--- src/rtl/redundancy_dist_scheduler_pkg.sv ---
// redundancy_dist_scheduler_pkg: shared widths, scheduler states and layer-shape legality check
package redundancy_dist_scheduler_pkg;

    localparam int DEFAULT_WORD_WIDTH = 8;
    localparam int DEFAULT_DIST_WIDTH = 7;
    localparam int DEFAULT_CNT_WIDTH  = 16;

    typedef enum logic [1:0] {IDLE, RUN, DRAIN, DONE} sched_state_t;

    function automatic logic cfg_legal(
        input logic [DEFAULT_WORD_WIDTH-1:0] ow,
        input logic [DEFAULT_WORD_WIDTH-1:0] fw,
        input logic [DEFAULT_WORD_WIDTH-1:0] st
    );
        return (fw != '0) && (st != '0) && (ow >= fw);
    endfunction

endpackage

--- src/rtl/redundancy_dist_scheduler_pair_distance_unit.sv ---
// pair_distance_unit: maps an index pair and layer shape to a row distance and a keep flag
module pair_distance_unit #(
    parameter int WORD_WIDTH = 8,
    parameter int DIST_WIDTH = 7
) (
    input  logic [WORD_WIDTH-1:0] idx1_i,
    input  logic [WORD_WIDTH-1:0] idx2_i,
    input  logic [WORD_WIDTH-1:0] ow_i,
    input  logic [WORD_WIDTH-1:0] fw_i,
    input  logic [WORD_WIDTH-1:0] st_i,
    output logic [DIST_WIDTH-1:0] dr_o,
    output logic                  keep_o
);

    localparam int NW = 2 * WORD_WIDTH;
    localparam logic [NW-1:0] DR_LIM = NW'(1) << DIST_WIDTH;

    logic [WORD_WIDTH-1:0] d_w, dv_w, span_w;
    logic [NW-1:0]         n, dr, rem;

    always_comb begin
        d_w    = idx2_i - idx1_i;
        dv_w   = idx2_i / fw_i - idx1_i / fw_i;
        span_w = ow_i - fw_i;
        n      = {{WORD_WIDTH{1'b0}}, span_w} * {{WORD_WIDTH{1'b0}}, dv_w} + {{WORD_WIDTH{1'b0}}, d_w};
        dr     = n / {{WORD_WIDTH{1'b0}}, st_i};
        rem    = n % {{WORD_WIDTH{1'b0}}, st_i};
        keep_o = (idx2_i >= idx1_i) && (rem == '0) && (dr < DR_LIM);
        dr_o   = dr[DIST_WIDTH-1:0];
    end

endmodule

--- src/rtl/redundancy_dist_scheduler.sv ---
// redundancy_dist_scheduler: streams index pairs through a two-stage distance pipeline, dropping unusable pairs
module redundancy_dist_scheduler
    import redundancy_dist_scheduler_pkg::*;
#(
    parameter int WORD_WIDTH = DEFAULT_WORD_WIDTH,
    parameter int DIST_WIDTH = DEFAULT_DIST_WIDTH,
    parameter int CNT_WIDTH  = DEFAULT_CNT_WIDTH
) (
    input  logic                  clk,
    input  logic                  reset,
    input  logic                  start,
    input  logic [WORD_WIDTH-1:0] cfg_ow,
    input  logic [WORD_WIDTH-1:0] cfg_fw,
    input  logic [WORD_WIDTH-1:0] cfg_st,
    input  logic                  in_valid,
    output logic                  in_ready,
    input  logic [WORD_WIDTH-1:0] in_idx1,
    input  logic [WORD_WIDTH-1:0] in_idx2,
    input  logic                  in_last,
    output logic                  out_valid,
    input  logic                  out_ready,
    output logic [DIST_WIDTH-1:0] out_dr,
    output logic [WORD_WIDTH-1:0] out_idx1,
    output logic                  busy,
    output logic                  done,
    output logic                  cfg_err,
    output logic [CNT_WIDTH-1:0]  pair_cnt,
    output logic [CNT_WIDTH-1:0]  drop_cnt
);

    sched_state_t state_q, state_d;
    logic [WORD_WIDTH-1:0] ow_q, fw_q, st_q;
    logic                  s1_v_q, s2_v_q, cfg_err_q;
    logic [WORD_WIDTH-1:0] s1_idx1_q, s1_idx2_q, s2_idx1_q;
    logic [DIST_WIDTH-1:0] s2_dr_q, pdu_dr;
    logic [CNT_WIDTH-1:0]  pair_cnt_q, drop_cnt_q;
    logic                  pdu_keep, s2_free, s1_adv, accept, legal, start_ok;

    pair_distance_unit #(.WORD_WIDTH(WORD_WIDTH), .DIST_WIDTH(DIST_WIDTH)) u_pdu (
        .idx1_i(s1_idx1_q),
        .idx2_i(s1_idx2_q),
        .ow_i  (ow_q),
        .fw_i  (fw_q),
        .st_i  (st_q),
        .dr_o  (pdu_dr),
        .keep_o(pdu_keep)
    );

    // A dropped pair leaves s1 without needing room in s2
    always_comb begin
        s2_free  = !s2_v_q || out_ready;
        s1_adv   = s1_v_q && (!pdu_keep || s2_free);
        in_ready = (state_q == RUN) && (!s1_v_q || s1_adv);
        accept   = in_valid && in_ready;
        legal    = cfg_legal(cfg_ow, cfg_fw, cfg_st);
        start_ok = (state_q == IDLE) && start && legal;
        state_d  = state_q;
        case (state_q)
            IDLE:    state_d = start_ok ? RUN : IDLE;
            RUN:     state_d = (accept && in_last) ? DRAIN : RUN;
            DRAIN:   state_d = (!s1_v_q && !s2_v_q) ? DONE : DRAIN;
            default: state_d = IDLE;
        endcase
    end

    always_ff @(posedge clk) begin
        if (reset) begin
            state_q    <= IDLE;
            ow_q       <= '0;
            fw_q       <= '0;
            st_q       <= '0;
            cfg_err_q  <= 1'b0;
            s1_v_q     <= 1'b0;
            s1_idx1_q  <= '0;
            s1_idx2_q  <= '0;
            s2_v_q     <= 1'b0;
            s2_dr_q    <= '0;
            s2_idx1_q  <= '0;
            pair_cnt_q <= '0;
            drop_cnt_q <= '0;
        end else begin
            state_q   <= state_d;
            cfg_err_q <= (state_q == IDLE) && start && !legal;
            if (start_ok) begin
                ow_q       <= cfg_ow;
                fw_q       <= cfg_fw;
                st_q       <= cfg_st;
                pair_cnt_q <= '0;
                drop_cnt_q <= '0;
            end else begin
                if (accept)
                    pair_cnt_q <= pair_cnt_q + CNT_WIDTH'(1);
                if (s1_v_q && !pdu_keep)
                    drop_cnt_q <= drop_cnt_q + CNT_WIDTH'(1);
            end
            if (accept) begin
                s1_v_q    <= 1'b1;
                s1_idx1_q <= in_idx1;
                s1_idx2_q <= in_idx2;
            end else if (s1_adv) begin
                s1_v_q <= 1'b0;
            end
            if (s2_free) begin
                s2_v_q <= s1_v_q && pdu_keep;
                if (s1_v_q && pdu_keep) begin
                    s2_dr_q   <= pdu_dr;
                    s2_idx1_q <= s1_idx1_q;
                end
            end
        end
    end

    assign out_valid = s2_v_q;
    assign out_dr    = s2_dr_q;
    assign out_idx1  = s2_idx1_q;
    assign busy      = state_q != IDLE;
    assign done      = state_q == DONE;
    assign cfg_err   = cfg_err_q;
    assign pair_cnt  = pair_cnt_q;
    assign drop_cnt  = drop_cnt_q;

endmodule

--- config.mk ---
export PLATFORM = sky130hd
export DESIGN_NAME = redundancy_dist_scheduler
export DESIGN_NICKNAME = d
export VERILOG_FILES = /design/src/rtl/redundancy_dist_scheduler_pkg.sv /design/src/rtl/redundancy_dist_scheduler_pair_distance_unit.sv /design/src/rtl/redundancy_dist_scheduler.sv
export SDC_FILE = /design/constraint.sdc
export NUM_CORES = 1
export LEC_CHECK = 0
export CORE_UTILIZATION = 50
export DETAILED_ROUTE_END_ITERATION = 6
export DONT_BUFFER_PORTS = 1
export SYNTH_ARGS = -nofsm -noshare
export SYNTH_HDL_FRONTEND = slang
export SYNTH_SLANG_ARGS = --single-unit
--- constraint.sdc ---
create_clock -name clk -period 102.9 [get_ports clk]
set_input_delay 5.145 -clock clk [delete_from_list [all_inputs] [get_ports clk]]
set_output_delay 5.145 -clock clk [all_outputs]
set_load 0.05 [all_outputs]
==> impl_metrics.ini, run 1 <==
[run_status]
status = complete, no violations

[cts]
cts_tree = done
clock_latency_ns = 0.38
root_buffer = clkbuf_16
htree_levels = 3
cts_sinks = 92
postCtsSetupBuffers = 0
clkTransAtPathRegs_ns = 0.08
cts_resized = 0
cts.path.max_buffers = 2
cts_hold_buf = 0
numCtsBuffers = 9

[logic_synthesis]
ys_seq_area_share_pct = 11.4
async_reset_ff_share_pct = 0
synthCells = 2107
synth.area.top_cells = ha_1, dfxtp_1, fa_1, nor2_1, a21oi_1
yosysTopAreaCell = ha_1
synth_most_common_cell = ha_1
synth_edf_count = 0
synth_cell_type_count = 98
synth.avg_cell_area_um2 = 7.69
synth_top_area_share_pct = 18.8
synth_flop_cell = dfxtp_1
synthesis.area_um2 = 16200
ys_top_cells_by_count = ha_1, nor2_1, inv_1
yosysWarningCount = 0
synth_nets = 2444
synth-seq-cells = 92

[route]
num_vias = 15100
drc = 0
ant_nets = 0
drt_wl_total_um = 44400
drt_iter0_markers = 702
routedWlPerCell_um = 18.0
first_pass_iters = 5
vias_per_cell = 6.13

[placed_design]
dp.cells = 2452
dp.final_hpwl_um = 35800
io_buffers = 0
gp_congestion = 0.893

[cells_and_area]
area_growth_syn_to_layout_pct = 3.79
final_nets = 2398
diodes = 0
fillers = 3082
regArea_um2 = 1840
drive_gt1_share_pct = 6.24
final_cells = 2468
multi_input_area_um2 = 13500

[timing]
report.final.slew_viol_count = 0
rsz0062_at_grt = false
fmax_mhz = 17.3
fin_tns_setup_ns = 0
min_period_over_period_pct = 56.2
fin_skew_ns = 0.0117
slew_headroom_pct = 25.7
min_period_ns = 57.82
finalHoldViolCount = 0
worst_slew_pin_slew_ns = 1.11
finalSetupViolCount = 0

[floorplan]
die_area_um2 = 33100
io_pins = 98
core_region_area_um2 = 31700
die_w_um = 182
start_util_pct = 51.1
num_rows = 65
die_y_um = 182

[worst_hold_path]
hold_path_end = s1_idx2_q[0]$_SDFFE_PP0P_
hold_class = flip-flop to flip-flop
worstHoldStart = s1_idx2_q[0]$_SDFFE_PP0P_
holdPathStages = 2

[worst_setup_path]
reg2reg_depth = 220
arrival_ns = 52.67
reg2reg_to = out_dr[6]$_SDFFE_PP0P_
reg2reg_from = fw_q[7]$_SDFFE_PP0P_
cp_top_family = compound AO/OA/AOI/OAI gates
crit_cells = 221
cpMostUsedCell = o21a_1
rrSetupSlack_ns = 49.56
crit_buf_inv = 8
cp_max_fo = 31
cpMaxStageDelayCell = nor4_1
required_ns = 97.76
end_kind = primary output
start_kind = flip-flop
critPathKind = flip-flop to primary output
max_stage_delay_ns = 0.79

[flow_run]
drv_cap = 0

[global_route]
grt_max_degree = 71
grt_pass1_wl_um = 72100
overflow = 0
first_global_vias = 14400
grt.total_usage_pct = 26.6
antenna_found_initial = 2
==> routing by layer <==
metal  up-vias  wire (um)  track usage (%)  share of wire [%]
met5         -         11                0              0.025
met4         2        776             6.32                1.7
met3        55       2470             5.03                5.6
met2       326      20300             44.7                 46
met1      7142      20800             35.0                 47
li1       7602          -                -                  -
==> worst reg2reg max path, delay by kind of cell, from the launching register on <==
family	cells	cell delay (ns)
buffers and inverters	6	0.67
and+or+nand+nor	58	14.16
xor gates and xnor gates	2	0.69
muxes	7	2.51
AOI/OAI and AO/OA	118	24.82
adders and majority gates	29	10.08
DFF	1	0.39
==> placed cells by master, fill, tap and decap left out, drive strengths merged, types with 24 or more instances in the layout <==
master | netlist | routed
a21o | 49 | 49
a21oi | 141 | 141
and3 | 24 | 24
dfxtp | 92 | 92
fa | 48 | 48
ha | 243 | 243
inv | 144 | 146
mux2 | 35 | 35
mux2i | 57 | 57
nand2 | 136 | 136
nand2b | 40 | 40
nand3 | 57 | 57
nand4 | 25 | 25
nor2 | 223 | 223
nor3 | 83 | 83
o21a | 74 | 74
o21ai | 103 | 103
o31ai | 46 | 46
or2 | 28 | 28
or3 | 27 | 27
xnor2 | 62 | 62
xor2 | 36 | 36
==> cell type report <==
cell class / count / share of cell area [%]
inverter: 145 / 3.24
clock buffer: 9 / 1.34
clock inverter: 7 / 0.543
multi-input combinational: 1800 / 80.3
tap: 402 / 2.99
timing repair buffer: 13 / 0.580
sequential: 92 / 11.0
==> sequential cells by signal, summed over array words and instances, names as in the netlist <==
signal,flops
out_idx1,8
st_q,8
out_valid,1
out_dr,7
fw_q,8
s1_v_q,1
s1_idx2_q,8
drop_cnt,16
s1_idx1_q,8
state_q,2
ow_q,8
pair_cnt,16
cfg_err,1
==> through the flow <==
step	hold WS, ns	setup slack, ns	instance area (um^2)	utilization [%]
final	0.482	45.08	16800	53.0
after global routing	0.516	40.38	16800	53.0
after CTS	0.483	45.33	16800	53.0
after detailed placement	0.471	45.94	16500	52.0
after global placement	0.476	47.36	16500	52.0
after floorplan	0.454	51.87	16200	-
==> logic make-up after synthesis <==
logic type                 share of synthesized area, %
adders and majority gates                          24.8
xor gates and xnor gates                           5.30
and+or+nand+nor                                    22.7
DFF                                                11.4
AOI/OAI and AO/OA                                  24.6
buffers and inverters                              5.24
muxes                                              6.03
==> worst max-delay path by stage <==
| stage | start | endpoint | slack, ns |
|---|---|---|---|
| 2_1_floorplan | fw_q[7]$_SDFFE_PP0P_ | in_ready | 51.87 |
| 3_3_place_gp | fw_q[7]$_SDFFE_PP0P_ | in_ready | 47.36 |
| 3_5_place_dp | fw_q[7]$_SDFFE_PP0P_ | in_ready | 45.94 |
| 4_1_cts | fw_q[7]$_SDFFE_PP0P_ | in_ready | 45.33 |
| 5_1_grt | fw_q[7]$_SDFFE_PP0P_ | in_ready | 40.38 |
| 6_report | fw_q[7]$_SDFFE_PP0P_ | in_ready | 45.08 |
Power of run 1 is left out: the tool's default activity adds up to more than one toggle a clock period on the data nets, which glitch-free logic cannot reach.
==> inputs of run 2 (changes only) <==
ABC_AREA = 1   (was default)
clock period = 58.2 ns   (was 102.9 ns; I/O delays follow)
==> run 2 against run 1 <==
  * Cell area is 2.3% lower
  * Sequential share of layout area rose by 0.26 points
  * Worst hold slack worse by 0.019 ns
  * Routed wire length down 9.2%
  * Sequential cell count is the same
  * Non-clock buffer count is 8 lower
  * Critical endpoint unchanged
==> impl_metrics.ini, run 2 <==
[run_status]
status = complete, no violations

[cts]
htree_levels = 3
cts_hold_buf = 0
clkTransAtPathRegs_ns = 0.08
cts_tree = done
cts_sinks = 92
numCtsBuffers = 9
cts.path.max_buffers = 2
cts_resized = 0
postCtsSetupBuffers = 0
root_buffer = clkbuf_16
clock_latency_ns = 0.37

[floorplan]
num_rows = 64
core_region_area_um2 = 30900
start_util_pct = 51.4
die_y_um = 180
die_w_um = 180
io_pins = 98
die_area_um2 = 32500

[logic_synthesis]
synth-seq-cells = 92
async_reset_ff_share_pct = 0
yosysWarningCount = 0
yosysTopAreaCell = ha_1
synth-simple-area-share_pct = 28.0
synthCells = 2381
synth_xor_area_share_pct = 8.11
synthAdderAreaFrac_pct = 25.2
synth_cell_type_count = 58
synthesis.area_um2 = 15900
synth_most_common_cell = nand2_1
ys_top_cells_by_count = nand2_1, inv_1, ha_1
ys_seq_area_share_pct = 11.6
synth_edf_count = 0
synth_top_area_share_pct = 19.2
synth_top_family_by_area = simple AND/OR/NAND/NOR gates
synthMuxAreaShare_pct = 0
synth.area.top_cells = ha_1, dfxtp_1, nand2_1, inv_1, fa_1
synth_flop_cell = dfxtp_1
synth.avg_cell_area_um2 = 6.67
synth_compound_area_share_pct = 15.9
synth_nets = 2718

[timing]
fin_tns_setup_ns = 0
min_period_ns = 50.80
slew_headroom_pct = 25.0
min_period_over_period_pct = 87.3
finalHoldViolCount = 0
fmax_mhz = 19.7
report.final.slew_viol_count = 0
worst_slew_pin_slew_ns = 1.11
finalSetupViolCount = 0
fin_skew_ns = 0.0203
rsz0062_at_grt = false

[flow_run]
drv_cap = 0

[worst_setup_path]
cpMostUsedCell = nand2_1
max_stage_delay_ns = 0.86
required_ns = 55.29
crit_start = fw_q[7]$_SDFFE_PP0P_
cp_max_fo = 22
arrival_ns = 47.89
critPathKind = flip-flop to primary output
cpMaxStageDelayCell = o21ai_0
end_kind = primary output
start_kind = flip-flop
reg2reg_from = fw_q[7]$_SDFFE_PP0P_

[route]
ant_nets = 0
vias_per_cell = 5.33
drt_wl_total_um = 40300
drt_iter0_markers = 755
first_pass_iters = 5
routedWlPerCell_um = 14.7
num_vias = 14600
drc = 0

[worst_hold_path]
hold_class = flip-flop to flip-flop
worstHoldStart = ow_q[7]$_SDFFE_PP0P_

[cells_and_area]
diodes = 0
final_common_cell = nand2_1
layout_common_cells = nand2_1, inv_1, ha_1, nor2_1, o21ai_0
final_cells = 2742
area_growth_syn_to_layout_pct = 3.44
fillers = 3103
design_area_um2 = 16400
final_core_util_pct = 53.1
drive_gt1_share_pct = 6.18
final_nets = 2678

[global_route]
overflow = 0
antenna_found_initial = 1
grt_pass1_wl_um = 67300
grt_max_degree = 51
grt.total_usage_pct = 25.0
first_global_vias = 13900

[placed_design]
dpl_cell_area_um2 = 16100
dp.cells = 2726
dp.final_hpwl_um = 33300
gp_congestion = 0.907
io_buffers = 0
[run 2: path summary, 6_finish.rpt]
check | endpoint | slack, ns | cells after the start
setup reg to reg | out_dr[6]$_SDFFE_PP0P_ | 9.82 | 289
hold / removal | ow_q[7]$_SDFFE_PP0P_ | 0.46 | 2
hold reg to reg | ow_q[7]$_SDFFE_PP0P_ | 0.46 | 2
setup / recovery | in_ready | 7.40 | 287
[run 2: cell families (layout without fill, tap and decap cells)]
logic type,after synthesis,count (layout)
xor+xnor,147,147
compound gates,442,442
simple gates,957,957
flops,92,92
fa+ha+maj,291,291
buf+inv,452,417
[run 2: cell type report]
type / count / area, um^2 / share of cell area (%)
clock buffer: 9 / 225 / 1.37
multi-input combinational: 1837 / 12300 / 74.6
sequential: 92 / 1840 / 11.2
tap: 396 / 495 / 3.02
clock inverter: 7 / 80.1 / 0.488
inverter: 396 / 1490 / 9.05
timing repair buffer: 5 / 37.5 / 0.229
[run 2: through the flow]
stage               hold WS (ns)  setup WS (ns)
finish                     0.462           7.40
floorplan                  0.428          13.63
global placement           0.445           9.14
global route               0.495           1.73
CTS                        0.465           7.52
detailed placement         0.453           8.14
[run 2: critical path: cells and delay by family, from the launching register on]
family,cells,cell delay (ns)
adders and majority gates,30,10.30
DFF,1,0.43
buffers and inverters,41,4.24
AOI/OAI and AO/OA,105,19.10
xor gates and xnor gates,1,0.56
and+or+nand+nor,110,12.76
[run 2: metal layers]
layer | wire length (um) | global-route usage, % | vias to the layer above
met1 | 18200 | 31.0 | 6651
met4 | 964 | 6.43 | 2
met5 | 13 | 0 | -
met3 | 2010 | 5.17 | 53
met2 | 19100 | 43.9 | 245
li1 | - | - | 7669
Power of run 2 is left out for the same reason.
